File: src/rtl/tx_sched.sv
// tx_sched: round-robin 4-requester arbiter feeding an 8E1/8O1 serial framer.
// One byte per frame; the line idles high between frames.
module tx_sched #(
  parameter int CLKS_PER_BIT = 1,
  parameter bit PARITY_ODD   = 1'b0
) (
  input  logic        clk,
  input  logic        rst,
  input  logic [3:0]  req_valid,
  input  logic [31:0] req_data,
  output logic [3:0]  req_ready,
  output logic        serial_out,
  output logic        busy,
  output logic [1:0]  grant_id,
  output logic        frame_done
);

  typedef enum logic [2:0] {
    IDLE,
    START,
    DATA,
    PARITY,
    STOP
  } state_t;

  state_t      state;
  state_t      nxt;
  logic [7:0]  cnt;
  logic [2:0]  bitc;
  logic [7:0]  dat;
  logic [1:0]  rr_ptr;
  logic [1:0]  pick;
  logic [1:0]  idx;
  logic        found;
  logic        grant;
  logic        last_per;

  assign last_per = (cnt == 8'(CLKS_PER_BIT - 1));

  // Search downward so the requester closest to rr_ptr wins.
  always_comb begin
    found = 1'b0;
    pick  = rr_ptr;
    idx   = rr_ptr;
    for (int k = 3; k >= 0; k--) begin
      idx = rr_ptr + 2'(k);
      if (req_valid[idx]) begin
        found = 1'b1;
        pick  = idx;
      end
    end
  end

  assign grant = (state == IDLE) && found && !rst;

  always_comb begin
    req_ready = 4'b0000;
    if (grant)
      req_ready = 4'b0001 << pick;
  end

  always_comb begin
    nxt = state;
    unique case (state)
      IDLE:   if (grant) nxt = START;
      START:  if (last_per) nxt = DATA;
      DATA:   if (last_per && bitc == 3'd7) nxt = PARITY;
      PARITY: if (last_per) nxt = STOP;
      STOP:   if (last_per) nxt = IDLE;
      default: nxt = IDLE;
    endcase
  end

  always_comb begin
    serial_out = 1'b1;
    unique case (state)
      IDLE:   serial_out = 1'b1;
      START:  serial_out = 1'b0;
      DATA:   serial_out = dat[bitc];
      PARITY: serial_out = (^dat) ^ PARITY_ODD;
      STOP:   serial_out = 1'b1;
      default: serial_out = 1'b1;
    endcase
  end

  assign busy       = (state != IDLE);
  assign frame_done = (state == STOP) && last_per;

  always_ff @(posedge clk) begin
    if (rst) begin
      state    <= IDLE;
      cnt      <= 8'd0;
      bitc     <= 3'd0;
      dat      <= 8'd0;
      rr_ptr   <= 2'd0;
      grant_id <= 2'd0;
    end else begin
      state <= nxt;
      if (grant) begin
        dat      <= req_data[{pick, 3'b000} +: 8];
        grant_id <= pick;
        rr_ptr   <= pick + 2'd1;
        cnt      <= 8'd0;
        bitc     <= 3'd0;
      end else if (state != IDLE) begin
        cnt <= last_per ? 8'd0 : cnt + 8'd1;
        if (state == DATA && last_per)
          bitc <= bitc + 3'd1;
      end
    end
  end

endmodule

File: config.mk
export PLATFORM = sky130hd
export DESIGN_NAME = tx_sched
export DESIGN_NICKNAME = d
export VERILOG_FILES = /design/src/rtl/tx_sched.sv
export SDC_FILE = /design/constraint.sdc
export NUM_CORES = 1
export LEC_CHECK = 0
export BUFFER_PORTS_ARGS = -buffer_cell sky130_fd_sc_hd__clkbuf_2
export CORE_MARGIN = 1
export CORE_UTILIZATION = 51
export DETAILED_ROUTE_END_ITERATION = 6
export MAX_ROUTING_LAYER = met4
export PLACE_DENSITY = 0.79
export RECOVER_POWER = 25
export REMOVE_ABC_BUFFERS = 1
export SYNTH_ARGS = -nofsm -noshare
export SYNTH_HDL_FRONTEND = slang
export SYNTH_SLANG_ARGS = --single-unit
File: constraint.sdc
create_clock -name clk -period 2.3 [get_ports clk]
set_input_delay 0.115 -clock clk [delete_from_list [all_inputs] [get_ports clk]]
set_output_delay 0.115 -clock clk [all_outputs]
set_load 0.005 [all_outputs]
==> metrics.cfg <==
[status]
status = completed

[power_and_ir_drop]
vdd_drop_max_mv = 0.5072
p_leak_nw = 0.8332
p_seq_share_pct = 38.0
p_clk_share_pct = 20.2
powerDensity_nw_per_um2 = 865.5
p_int_w = 0.001050
comb_power_share_pct = 41.8
p_switching_w = 0.0005716
swShare_pct = 35.26

[cells_and_area]
layout.nets = 261
most-common-layout-cells = clkbuf_2 (45), dfxtp_1 (26), mux2i_1 (19), nor2_1 (17), nand2_1 (16)
syn_to_final_growth_pct = 19.28
final_common_cell = clkbuf_2
final_util_pct = 66.21
antenna_cells = 0
regArea_um2 = 520.5
multi_input_area_um2 = 994.7
finalInstanceArea_um2 = 1873
nFillCells = 224
drive_above_1_share_pct = 28.50

[worst_setup_path]
critPathTopFamily = buffers and inverters
critPathKind = flop to output port
critical_path_arrival_ns = 2.02
crit_required_ns = 2.18
slowest_stage = dfxtp_1
slowest_delay_ns = 0.41
path_buf_inv = 3
crit_chain = nor2b_1 -> o21ai_0 -> o311a_1 -> buf_4 -> inv_1 -> ha_1 -> and2_1 -> clkbuf_2
cp_max_fo = 20
start_kind = flop
critPathCaptureType = output port

[timing]
fmax_mhz = 469.3
hold_violations = 0
rsz0062_at_grt = false
worst_pin_slew_ns = 0.5428
fin_setup_tns_ns = 0
slew_viol_final = 0
setup_viol = 0
relSlewSlack_pct = 63.57
period_share_pct = 92.65
fin_ws_ns = 0.1690
fin_skew_ns = 0.01341
min_period_ns = 2.131

[yosys]
ys_types = 40
ys_ff_latch = 26
postSynthCellCount = 166
post_synth.cell_area_avg_um2 = 9.459
yosysSeqAreaShare_pct = 33.15
yosys_warnings = 0
netlist_area_um2 = 1570

[route]
drt-total-wl_um = 3428
first_pass_iters = 4
avgRoutedWirePerCell_um = 13.99
drc = 0
vias_per_cell = 5.669
ant_nets = 0
vias = 1389
dr.first_iter.drc_count = 31

[grt]
grt_pass1_wl_um = 6030
first_global_vias = 1381
grt_max_degree = 21
antenna_found_initial = 0
globalRoute.totalOverflow = 0
track_usage_pct = 24.50

[place]
place_congestion = 0.8247
place_ws_ns = 0.2225
dpl.hpwl_um = 2682
io_buffers = 46
dpl_cell_area_um2 = 1826

[die]
dieArea_um2 = 3305
initial_utilization_pct = 55.51
design.core.area_um2 = 2829
ios = 47
die_height_um = 57.49
dieWidth_um = 57.49
core.rowCount = 19

[clock_tree]
cts_buffers = 3
cts_hold_buf = 0
cts_tree = yes
ctsResizeCount = 0
clk_latency_ns = 0.35
clk_pin_slew_ns = 0.16
cts_num_sinks = 26
root_buffer = clkbuf_4
postCtsSetupBuffers = 0
cts_max_path_buffers = 2
htreeDepth = 1

[worst_hold_path]
hold_class = primary input to flop

[run]
cap_viol_max_count = 0

## sequential cells by signal, summed over array words and instances, names as in the netlist
signal,cells
bitc,3
cnt,8
dat,8
grant_id,2
rr_ptr,2
state,3
## Yosys cell counts (all sizes together)
library cell  count  share of area, %
dfxtp            26                33
mux2i            19                12
nand2            18               4.6
nor2             18               4.3
xnor2            11               6.1
ha                8               6.4
o221ai            8               4.5
inv               6               1.4
nor2b             5               2.0
nor3              5               3.0
and2              4               1.6
buf               4               1.8
xor2              4               2.2
a21oi             3              0.96
a22o              3               1.7
nand3             3              0.96
o21ai             3              0.96
mux4              2               2.9
a2111oi           1              0.56
a221o             1              0.64
a311o             1              0.64
a32oi             1              0.56
and3              1              0.40
and4              1              0.56
nand4             1              0.40
nor3b             1              0.48
nor4              1              0.80
nor4b             1              0.96
o21bai            1              0.48
o22ai             1              0.80
o311a             1              0.64
o32a              1              0.64
or2               1              0.40
or3               1              0.40
## final timing paths
kind / end / startpoint / slack, ns / depth (start not counted)
worst max-delay path: req_ready[0] / rr_ptr[0]$_SDFFE_PP0P_ / 0.17 / 8
worst min register to register: grant_id[1]$_SDFFE_PP0P_ / grant_id[1]$_SDFFE_PP0P_ / 0.46 / 2
worst min-delay path: state[2]$_SDFFE_PP0P_ / rst / 0.04 / 2
worst max register to register: cnt[2]$_SDFFE_PP0N_ / state[1]$_SDFFE_PP0P_ / 0.38 / 6
## logic make-up (layout without fill, tap and decap cells)
family	after synthesis	count (layout)	synth area share, %
and+or+nand+nor	61	61	20.88
DFF	26	26	33.15
AOI/OAI and AO/OA	25	25	12.99
muxes	21	21	14.98
xor gates and xnor gates	15	15	8.366
buffers and inverters	10	58	3.267
adders and majority gates	8	8	6.375
## per-layer routing
layer,track usage [%],vias to the layer above,routed length (µm)
li1,-,694,-
met1,27.02,646,1439
met2,42.52,42,1774
met3,4.989,7,146
met4,10.45,0,68
met5,-,-,0
## final cells by class
cell class	count	share of cell area (%)
multi-input cells	130	53.11
flip-flops and latches	26	27.79
repair buffers	48	13.03
well taps	31	2.071
clock inverters	1	1.603
clock buffers	3	1.202
inverters	6	1.202
## worst register-to-register path: stages (launching register included)
cell	delay [ns]
dfxtp_1	0.55
nor3_4	0.11
inv_1	0.20
nor2_1	0.10
nor2_2	0.39
o21ai_1	0.33
nor2_1	0.19
## through the flow
stage / instances / hold WS (ns) / total power [W]
2_1_floorplan: 162 / 0.1874 / 0.001125
3_3_place_gp: 241 / 0.4126 / 0.001274
3_5_place_dp: 241 / 0.4197 / 0.001304
4_1_cts: 245 / 0.03966 / 0.001626
5_1_grt: 245 / 0.07209 / 0.001729
6_report: 245 / 0.04443 / 0.001621
## power by group through the flow
stage	logic (W)	clock network, W	registers (W)
after CTS	0.000683	0.000329	0.000614
after global placement	0.000655	0	0.000619
after floorplan	0.000520	0	0.000605
final	0.000677	0.000328	0.000616
after global routing	0.000755	0.000345	0.000629
after detailed placement	0.000678	0	0.000625
Power figures use the tool's default switching activity.
